<file path="config.mk">
export PLATFORM = sky130hd
export DESIGN_NAME = core_ctrl
export DESIGN_NICKNAME = d
export VERILOG_FILES = /design/src/rtl/core_ctrl.sv
export SDC_FILE = /design/constraint.sdc
export NUM_CORES = 1
export LEC_CHECK = 0
export CORE_AREA = 2 2 63 47
export DETAILED_ROUTE_END_ITERATION = 8
export DIE_AREA = 0 0 65 49
export GPL_TIMING_DRIVEN = 0
export PLACE_DENSITY = 0.74
export SYNTH_ARGS = -nofsm -noshare
export SYNTH_HDL_FRONTEND = slang
export SYNTH_SLANG_ARGS = --single-unit
</file>
<file path="constraint.sdc">
create_clock -name clk -period 1.8 [get_ports clk]
set_input_delay 0.36 -clock clk [delete_from_list [all_inputs] [get_ports clk]]
set_output_delay 0.36 -clock clk [all_outputs]
set_load 0.005 [all_outputs]
</file>
<file path="src/rtl/core_ctrl.sv">
// rtl/core_ctrl.sv - RV32I multi-cycle sequencing controller
// Fetch/decode/execute/memory/writeback FSM with memory bus timeout and sticky trap.
module core_ctrl #(
  parameter int MEM_TIMEOUT = 16
) (
  input  logic       clk,
  input  logic       reset,
  input  logic [6:0] op,
  input  logic       unknown_instr,
  input  logic       branch_taken,
  input  logic       mem_ready,
  output logic       mem_req,
  output logic       mem_we,
  output logic       mem_is_fetch,
  output logic       ir_we,
  output logic       pc_we,
  output logic [1:0] pc_src,
  output logic       rf_we,
  output logic [1:0] wb_sel,
  output logic       alu_a_sel,
  output logic       alu_b_sel,
  output logic       trap,
  output logic [1:0] trap_cause,
  output logic       instret,
  output logic [2:0] state
);

  localparam int CW = $clog2(MEM_TIMEOUT + 1);

  localparam logic [2:0] S_IDLE   = 3'd0;
  localparam logic [2:0] S_FETCH  = 3'd1;
  localparam logic [2:0] S_DECODE = 3'd2;
  localparam logic [2:0] S_EXEC   = 3'd3;
  localparam logic [2:0] S_MEM    = 3'd4;
  localparam logic [2:0] S_WB     = 3'd5;
  localparam logic [2:0] S_TRAP   = 3'd7;

  localparam logic [6:0] OPC_LUI    = 7'b0110111;
  localparam logic [6:0] OPC_AUIPC  = 7'b0010111;
  localparam logic [6:0] OPC_JAL    = 7'b1101111;
  localparam logic [6:0] OPC_JALR   = 7'b1100111;
  localparam logic [6:0] OPC_BRANCH = 7'b1100011;
  localparam logic [6:0] OPC_LOAD   = 7'b0000011;
  localparam logic [6:0] OPC_STORE  = 7'b0100011;
  localparam logic [6:0] OPC_OP     = 7'b0110011;

  logic [2:0]    state_d;
  logic [1:0]    cause_q;
  logic [1:0]    cause_d;
  logic [CW-1:0] wait_cnt;
  logic          is_load;
  logic          is_store;
  logic          is_branch;
  logic          wait_expired;
  logic          sel_a;
  logic          sel_b;

  assign is_load   = (op == OPC_LOAD);
  assign is_store  = (op == OPC_STORE);
  assign is_branch = (op == OPC_BRANCH);
  assign sel_a     = (op == OPC_AUIPC);
  assign sel_b     = !((op == OPC_OP) || is_branch);

  // Last permitted waiting cycle of a request; mem_ready in it still completes the transfer.
  assign wait_expired = (wait_cnt == CW'(MEM_TIMEOUT - 1)) && !mem_ready;

  assign trap_cause = (state == S_TRAP) ? cause_q : 2'b00;

  always_comb begin
    state_d      = state;
    cause_d      = cause_q;
    mem_req      = 1'b0;
    mem_we       = 1'b0;
    mem_is_fetch = 1'b0;
    ir_we        = 1'b0;
    pc_we        = 1'b0;
    pc_src       = 2'b00;
    rf_we        = 1'b0;
    wb_sel       = 2'b00;
    alu_a_sel    = 1'b0;
    alu_b_sel    = 1'b0;
    trap         = 1'b0;
    instret      = 1'b0;
    case (state)
      S_IDLE: state_d = S_FETCH;
      S_FETCH: begin
        mem_req      = 1'b1;
        mem_is_fetch = 1'b1;
        if (mem_ready) begin
          ir_we   = 1'b1;
          state_d = S_DECODE;
        end else if (wait_expired) begin
          state_d = S_TRAP;
          cause_d = 2'b10;
        end
      end
      S_DECODE: begin
        alu_a_sel = sel_a;
        alu_b_sel = sel_b;
        if (unknown_instr) begin
          state_d = S_TRAP;
          cause_d = 2'b01;
        end else begin
          state_d = S_EXEC;
        end
      end
      S_EXEC: begin
        alu_a_sel = sel_a;
        alu_b_sel = sel_b;
        if (is_load || is_store) begin
          state_d = S_MEM;
        end else if (is_branch) begin
          pc_we   = 1'b1;
          pc_src  = branch_taken ? 2'b01 : 2'b00;
          instret = 1'b1;
          state_d = S_FETCH;
        end else begin
          state_d = S_WB;
        end
      end
      S_MEM: begin
        alu_a_sel = sel_a;
        alu_b_sel = sel_b;
        mem_req   = 1'b1;
        mem_we    = is_store;
        if (mem_ready) begin
          if (is_store) begin
            pc_we   = 1'b1;
            instret = 1'b1;
            state_d = S_FETCH;
          end else begin
            state_d = S_WB;
          end
        end else if (wait_expired) begin
          state_d = S_TRAP;
          cause_d = 2'b10;
        end
      end
      S_WB: begin
        alu_a_sel = sel_a;
        alu_b_sel = sel_b;
        rf_we     = 1'b1;
        pc_we     = 1'b1;
        instret   = 1'b1;
        state_d   = S_FETCH;
        case (op)
          OPC_LUI:  wb_sel = 2'b11;
          OPC_LOAD: wb_sel = 2'b01;
          OPC_JAL:  begin wb_sel = 2'b10; pc_src = 2'b01; end
          OPC_JALR: begin wb_sel = 2'b10; pc_src = 2'b10; end
          default:  wb_sel = 2'b00;
        endcase
      end
      S_TRAP: trap = 1'b1;
      default: state_d = S_IDLE;
    endcase
  end

  always_ff @(posedge clk or posedge reset) begin
    if (reset) begin
      state    <= S_IDLE;
      cause_q  <= 2'b00;
      wait_cnt <= '0;
    end else begin
      state   <= state_d;
      cause_q <= cause_d;
      // A state change is the only way into FETCH or MEM, so it also restarts the wait count.
      if (state_d != state) begin
        wait_cnt <= '0;
      end else if (mem_req && !mem_ready) begin
        wait_cnt <= wait_cnt + CW'(1);
      end
    end
  end

endmodule

</file>
==> key figures, run 1 <==
Yosys
  • Xor-xnor portion of the synthesized cell area: 0.05177
  • Adder and majority gate portion of the synthesized area: 0.03535
  • Post-synth top area cell: sky130_fd_sc_hd__dfrtp_1
  • Combinational family with the most area after synthesis: simple AND/OR/NAND/NOR gates
  • Area share of the largest cell type after synthesis: 0.2525
  • Most instantiated library cell after synthesis: sky130_fd_sc_hd__dfrtp_1
  • Synth Area in Compound Gates: 0.1515
  • Yosys warnings: 0
  • Top area cells in the synthesized netlist: sky130_fd_sc_hd__dfrtp_1 25%, sky130_fd_sc_hd__nor4b_2 9.1%, sky130_fd_sc_hd__a21oi_1 3.5%, sky130_fd_sc_hd__nor3_1 3.5%, sky130_fd_sc_hd__nor2_1 2.7%
  • Post-synthesis average cell area: 9.438 um^2
  • Number of different library cells in the post-synthesis netlist: 52
  • Multiplexer fraction of the synthesized cell area: 0.02020
  • Proportion of synthesized chip area in sequential cells: 0.2525
  • Dominant synthesized flop cell: sky130_fd_sc_hd__dfrtp_1
  • Synth top cells by count: 10 x sky130_fd_sc_hd__dfrtp_1, 7 x sky130_fd_sc_hd__a21oi_1, 7 x sky130_fd_sc_hd__nor2_1, 7 x sky130_fd_sc_hd__nor3_1, 6 x sky130_fd_sc_hd__nor4b_2
  • Cells after Synth: 105
  • Post-synth EDFFs: 0
  • Fraction of registers with async set or reset after synthesis: 1.000
  • Number of storage elements in the synthesis netlist: 10
  • Simple logic cell fraction of the synthesized area: 0.4078
  • Synthesized netlist net count: 119
  • Cell area after technology mapping: 991.0 um^2

Die
  • Number of standard-cell rows in the floorplan: 16
  • Starting Density: 0.3779
  • Core Area: 0.002623 mm^2
  • Full die area: 0.003185 mm^2
  • IO Pins: 31
  • Chip Height: 49 um
  • Die X: 65 um

STA
  • Number of slew-limit violations in the final report: 0
  • Pin slew with the least headroom to its limit: 0.3986 ns
  • Achievable clock frequency: 0.4894 GHz
  • Worst slew margin relative to its limit: 0.7320
  • Worst-case clock skew: 0.007192 ns
  • Post-route fraction of the period consumed by the critical path: 1.135
  • Final Setup Violations: 12
  • Hold violation count in the final report: 0
  • Final critical-path required period: 2.043 ns
  • RSZ-0062 raised after global routing: true
  • Slack of the critical path: -0.2433 ns

Worst setup path
  • Largest fanout on the critical path: 7
  • R2R setup slack: -0.11 ns
  • Required time worst endpoint: 1.44 ns
  • Setup CP Type: flop to output pin
  • Startpoint type of the worst setup path: flop
  • Launch instance of the worst register-to-register path: wait_cnt[1]
  • Cell-by-cell listing of the critical path: buf_8 > or4_4 > nor2_2 > a32o_1 > buf_2
  • Worst setup path endpoint: pc_src[0]
  • Critical path data arrival time: 1.68 ns
  • Setup crit end kind: output pin
  • Critical register-to-register path endpoint: wait_cnt[3]
  • First element of the critical path: state[1]
  • Cells on worst reg2reg path: 7
  • Largest stage delay on the critical path: 0.52 ns
  • Highest-delay cell along the critical path: sky130_fd_sc_hd__or4_4

Global route
  • Congestion Overflow GR: 0
  • Wire length of the first global-routing pass: 5.526 mm
  • Maximum number of pins on one net before global-route repair: 11
  • GRT Overall Usage: 0.2220
  • Initial antenna violation count: 0
  • Vias in the first global route: 1,152

Clock network
  • Later-pin clock latency in the skew report: 0.24 ns
  • Clock input transition at the sequential cells of the worst setup and hold paths: 0.05 ns
  • TritonCTS buffer count: 3
  • Max H-tree Level: 1
  • Clock tree buffer depth: 2
  • Clock root buffer: sky130_fd_sc_hd__clkbuf_8
  • TritonCTS clock tree: done
  • Hold-fix buffers at CTS: 0
  • Num Clock Sinks: 10

Power
  • P_leak: 0.8316 nW
  • Clock group share of total power: 0.112
  • Peak supply drop: 1201 uV
  • PD cells: 1422 mW/mm^2
  • Share of power burned in combinational logic: 0.766
  • Internal Power: 0.001499 W
  • Switching pwr: 0.001084 W
  • Switching power as a share of total power: 0.4197
  • Register share of total power: 0.122

Cells and area
  • Number of diodes: 0
  • Fraction of final layout cells with drive strength greater than 1: 0.6343
  • Final net count: 190
  • Utilization after layout: 0.6927
  • Area added between synthesis and finish: 83.33%
  • Final design instance area without fill: 0.001817 mm^2

Outcome
  • Violated checks: negative setup slack
  • Run status: finished, violations left

Place
  • Count of port buffers added during placement: 30
  • Total half-perimeter wirelength after legalization and detailed placement: 1.913 mm
  • Total cell area at the placement stage: 0.001365 mm^2
  • Final GP Congestion: 0.8326

Routing
  • Drt drc: 0
  • DRC violation total after the first TritonRoute iteration: 49
  • Via Count: 1,216
  • Routed vias/inst: 5.763
  • Antenna-violating nets left: 0
  • Drt wl/cell: 18.61 um
  • Number of optimization iterations in the first detailed-route pass: 4
  • DRT Wirelength: 3.927 mm

Worst hold path
  • Worst min path class: primary input to asynchronous set/reset pin

Run
  • Max capacitance violation total: 0
-- per-layer routing --
metal,GRT usage,share of wire
met1,0.2919,0.42
met2,0.3746,0.50
met3,0.03002,0.049
met4,0.07447,0.032
met5,0,0
-- kinds of logic after synthesis --
group | after synthesis
adders and majority gates | 3
DFF | 10
buffers and inverters | 13
muxes | 2
xor gates and xnor gates | 5
AOI/OAI and AO/OA | 21
and+or+nand+nor | 51
-- stage by stage --
step	hold slack (ns)	power [W]	setup slack, ns	setup TNS, ns	cells
2_1_floorplan	0.2002	0.001082	0.02110	0	105
3_3_place_gp	0.5079	0.001516	-0.8644	-8.637	171
3_5_place_dp	0.5195	0.001533	-0.9047	-8.977	171
4_1_cts	0.4078	0.002094	-0.2619	-1.815	195
5_1_grt	0.4559	0.002695	-0.2514	-1.939	211
6_report	0.4034	0.002583	-0.2433	-1.318	211
-- state kept, by name, summed over array words and instances, names as in the netlist --
register,flops
state,3
cause_q,2
wait_cnt,5
-- power groups by stage --
stage	clock network (W)	registers (W)	logic (W)
after floorplan	0	0.000337	0.000745
after global placement	0	0.000346	0.00117
after detailed placement	0	0.000351	0.00118
after CTS	0.000285	0.000308	0.00150
after global routing	0.000307	0.000317	0.00207
final	0.000288	0.000316	0.00198
-- how the worst min path moves through the flow --
stage | from | depth (start not counted) | slack, ns | endpoint
after floorplan | reset | 1 | 0.20 | cause_q[0]
after global placement | cause_q[1] | 1 | 0.51 | cause_q[1]
after detailed placement | cause_q[1] | 1 | 0.52 | cause_q[1]
after CTS | reset | 2 | 0.41 | state[2]
after global routing | reset | 2 | 0.46 | wait_cnt[1]
final | reset | 2 | 0.40 | state[2]
-- critical path, delay by kind of cell, from the launching register on --
family                 cells  cell delay, ns
AND/OR/NAND/NOR            2            0.63
flip-flops                 1            0.42
buffers and inverters      2            0.25
AO/OA/AOI/OAI              1            0.14
-- final cells by class --
cell class                 count  area [um^2]
buffer                         7        73.82
clock buffer                   4        55.05
fill                         178        805.8
inverter                       6        22.52
multi-input combinational     82        838.3
sequential                    10        252.7
tap                           36        45.04
timing repair buffer          66        529.3
-- layout by cell type (no fill, tap or decap), drive strengths merged, types with 2 or more instances in the layout --
master and count:
dlygate4sd2 3, a21oi 8, nor4 3, nor4b 6, nand2 2, nand3 3, nor2b 2, clkbuf 11
or4 2, and2 2, ha 2, a21boi 2, mux2i 2, o31ai 2, inv 6, and3 4
o21ai 2, dlymetal6s2s 3, dfrtp 10, nor2 8, nor3b 2, nor3 8, xnor2 4, buf 54
clkdlybuf4s50 6
-- timing repair --
| action | in CTS | in global routing |
|---|---|---|
| setup endpoints to repair | 21 | 20 |
| pin swaps | 23 | 26 |
| setup buffers | 20 | 18 |
| resized for setup | 85 | 36 |
Note: power is estimated with default switching activity, not from simulation.
==> run 2: changes to the inputs <==
==> config.mk (replaced) <==
export PLATFORM = sky130hd
export DESIGN_NAME = core_ctrl
export DESIGN_NICKNAME = d
export VERILOG_FILES = /design/src/rtl/core_ctrl.sv
export SDC_FILE = /design/constraint.sdc
export NUM_CORES = 1
export LEC_CHECK = 0
export CORE_AREA = 2 2 67 50
export CTS_CLUSTER_SIZE = 24
export DETAILED_ROUTE_END_ITERATION = 8
export DIE_AREA = 0 0 69 52
export GPL_TIMING_DRIVEN = 0
export PLACE_DENSITY = 0.69
export SYNTH_ARGS = -nofsm -noshare
export SYNTH_HDL_FRONTEND = slang
export SYNTH_SLANG_ARGS = --single-unit
==> run 2 against run 1 <==
The run still ends with negative setup slack left. Sequential share of layout area is essentially flat. Clock power grew 3%. Cell count shrank 2.8%. Sequential power is essentially flat. Combinational power is essentially flat. Cell area shrank 0.34%. Largest cell class unchanged.
==> key figures, run 2 (synthesis results as in run 1) <==
Outcome
  • Run status: finished, violations left (unchanged)
  • Violated checks: negative setup slack (unchanged)

Global route
  • Initial antenna violation count: 0 (unchanged)
  • GRT Overall Usage: 0.2070 (was 0.2220)
  • Vias in the first global route: 1,150 (was 1,152)
  • Wire length of the first global-routing pass: 5.720 mm (was 5.526 mm)
  • Congestion Overflow GR: 0 (unchanged)
  • Maximum number of pins on one net before global-route repair: 11 (unchanged)

Clock network
  • Max H-tree Level: 1 (unchanged)
  • Num Clock Sinks: 10 (unchanged)
  • TritonCTS buffer count: 3 (unchanged)
  • Hold-fix buffers at CTS: 0 (unchanged)
  • Clock root buffer: sky130_fd_sc_hd__clkbuf_8 (unchanged)
  • Clock tree buffer depth: 2 (unchanged)
  • TritonCTS clock tree: done (unchanged)
  • Clock input transition at the sequential cells of the worst setup and hold paths: 0.05 ns (about the same)
  • Later-pin clock latency in the skew report: 0.25 ns (was 0.24 ns)

Power
  • PD cells: 1431 mW/mm^2 (was 1422 mW/mm^2)
  • Peak supply drop: 574.7 uV (was 1201 uV)
  • P_leak: 0.7921 nW (was 0.8316 nW)
  • Total Power: 0.002590 W (was 0.002583 W)

Worst setup path
  • Critical path data arrival time: 1.69 ns (was 1.68 ns)
  • Startpoint type of the worst setup path: flop (unchanged)
  • Setup CP Type: flop to output pin (unchanged)
  • Required time worst endpoint: 1.44 ns (about the same)
  • Largest fanout on the critical path: 5 (was 7)
  • Setup crit end kind: output pin (unchanged)

Cells and area
  • Area added between synthesis and finish: 82.70% (was 83.33%)
  • Number of flip-flops under the largest register name: 5 (unchanged)
  • Fraction of final layout cells with drive strength greater than 1: 0.5749 (was 0.6343)
  • Final-layout fill cell count: 222 (was 178)
  • Final design instance area without fill: 0.001810 mm^2 (was 0.001817 mm^2)
  • Final net count: 182 (was 190)
  • Most frequent standard cell in the layout excluding fill and tap cells: sky130_fd_sc_hd__buf_4 (unchanged)
  • Number of diodes: 0 (unchanged)
  • Registers with the highest flip-flop counts: wait_cnt x5, state x3, cause_q x2 (unchanged)
  • Commonest cells after routing, fill and taps aside: 23 x sky130_fd_sc_hd__buf_4, 11 x sky130_fd_sc_hd__buf_2, 8 x sky130_fd_sc_hd__buf_6, 8 x sky130_fd_sc_hd__dfrtp_1 (was 32 x sky130_fd_sc_hd__buf_4, 10 x sky130_fd_sc_hd__buf_6, 10 x sky130_fd_sc_hd__buf_2, 8 x sky130_fd_sc_hd__dfrtp_1, 6 x sky130_fd_sc_hd__clkdlybuf4s50_1)
  • Largest register by flop count: wait_cnt (unchanged)

STA
  • Setup_tns: -1.645 ns (was -1.318 ns)
  • Slack of the critical path: -0.2538 ns (was -0.2433 ns)
  • RSZ-0062 raised after global routing: true (unchanged)
  • Final critical-path required period: 2.054 ns (was 2.043 ns)
  • Worst-case clock skew: 0.008986 ns (was 0.007192 ns)
  • Number of slew-limit violations in the final report: 0 (unchanged)
  • Pin slew with the least headroom to its limit: 0.4298 ns (was 0.3986 ns)
  • Hold violation count in the final report: 0 (unchanged)
  • Post-route fraction of the period consumed by the critical path: 1.141 (was 1.135)
  • Final Setup Violations: 14 (was 12)
  • Achievable clock frequency: 0.4869 GHz (was 0.4894 GHz)
  • Worst slew margin relative to its limit: 0.7131 (was 0.7320)

Die
  • Die X: 69 um (was 65 um)
  • Full die area: 0.003588 mm^2 (was 0.003185 mm^2)
  • Number of standard-cell rows in the floorplan: 17 (was 16)
  • IO Pins: 31 (unchanged)
  • Starting Density: 0.3328 (was 0.3779)
  • Chip Height: 52 um (was 49 um)
  • Core Area: 0.002978 mm^2 (was 0.002623 mm^2)

Place
  • Total cell area at the placement stage: 0.001368 mm^2 (was 0.001365 mm^2)
  • Total half-perimeter wirelength after legalization and detailed placement: 2.103 mm (was 1.913 mm)
  • Count of port buffers added during placement: 30 (unchanged)
  • Final GP Congestion: 0.7795 (was 0.8326)

Routing
  • Number of optimization iterations in the first detailed-route pass: 4 (unchanged)
  • Drt drc: 0 (unchanged)
  • DRC violation total after the first TritonRoute iteration: 92 (was 49)
  • Via Count: 1,123 (was 1,216)
  • Drt wl/cell: 17.83 um (was 18.61 um)
  • Antenna-violating nets left: 0 (unchanged)
  • Routed vias/inst: 5.478 (was 5.763)
  • DRT Wirelength: 3.656 mm (was 3.927 mm)

Run
  • Max capacitance violation total: 0 (unchanged)

Worst hold path
  • Worst min path class: primary input to asynchronous set/reset pin (unchanged)
[run 2: metrics by stage]
| stage | utilization | hold slack [ns] | worst slack [ns] | cells |
|---|---|---|---|---|
| floorplan | - | 0.2002 | 0.02110 | 105 |
| global placement | 0.4592 | 0.4902 | -0.8747 | 173 |
| detailed placement | 0.4592 | 0.5163 | -0.9139 | 173 |
| CTS | 0.5555 | 0.4086 | -0.2671 | 198 |
| global route | 0.6080 | 0.4571 | -0.3007 | 205 |
| finish | 0.6080 | 0.4061 | -0.2538 | 205 |
[run 2: path summary, 6_finish.rpt]
check                      depth (start not counted)  slack [ns]        start     endpoint
max                                                6       -0.25     state[0]    pc_src[0]
min                                                2        0.41        reset   cause_q[0]
max reg2reg                                        7       -0.09  wait_cnt[0]  wait_cnt[3]
min reg2reg                                        1        0.54   cause_q[1]   cause_q[1]
max in group asynchronous                          2        1.07        reset     state[0]
min in group clk                                   1        0.54   cause_q[1]   cause_q[1]
[run 2: power by group]
group          internal (W)  switching, W
registers          0.000275     0.0000383
clock network      0.000193      0.000103
logic               0.00103      0.000952
total               0.00150       0.00109
[run 2: what timing repair did]
item / in CTS / in global routing
gates resized for setup: 86 / 26
pin swaps: 21 / 15
buffers inserted: 21 / 8
setup endpoints to repair: 21 / 17
[run 2: cell type report]
cell class	instances	area [um^2]	share of cell area
Multi-Input combinational cell	82	857.1	0.4734
Buffer	7	85.08	0.04699
Clock buffer	4	55.05	0.03041
Inverter	6	22.52	0.01244
Sequential cell	10	252.7	0.1396
Tap cell	38	47.55	0.02626
Timing Repair Buffer	58	490.5	0.2709
[run 2: critical path, cell delays in order (launching register included)]
cell and delay, ns:
sky130_fd_sc_hd__dfrtp_2 0.37, sky130_fd_sc_hd__buf_8 0.12, sky130_fd_sc_hd__nand2_4 0.06, sky130_fd_sc_hd__or4_4 0.56, sky130_fd_sc_hd__nor2_2 0.10, sky130_fd_sc_hd__a32o_1 0.11
sky130_fd_sc_hd__buf_2 0.11
[run 2: layer usage]
metal	part of all wire	global-route usage
met5	0	0
met4	0.012	0.06863
met3	0.029	0.03488
met2	0.53	0.3814
met1	0.43	0.2485
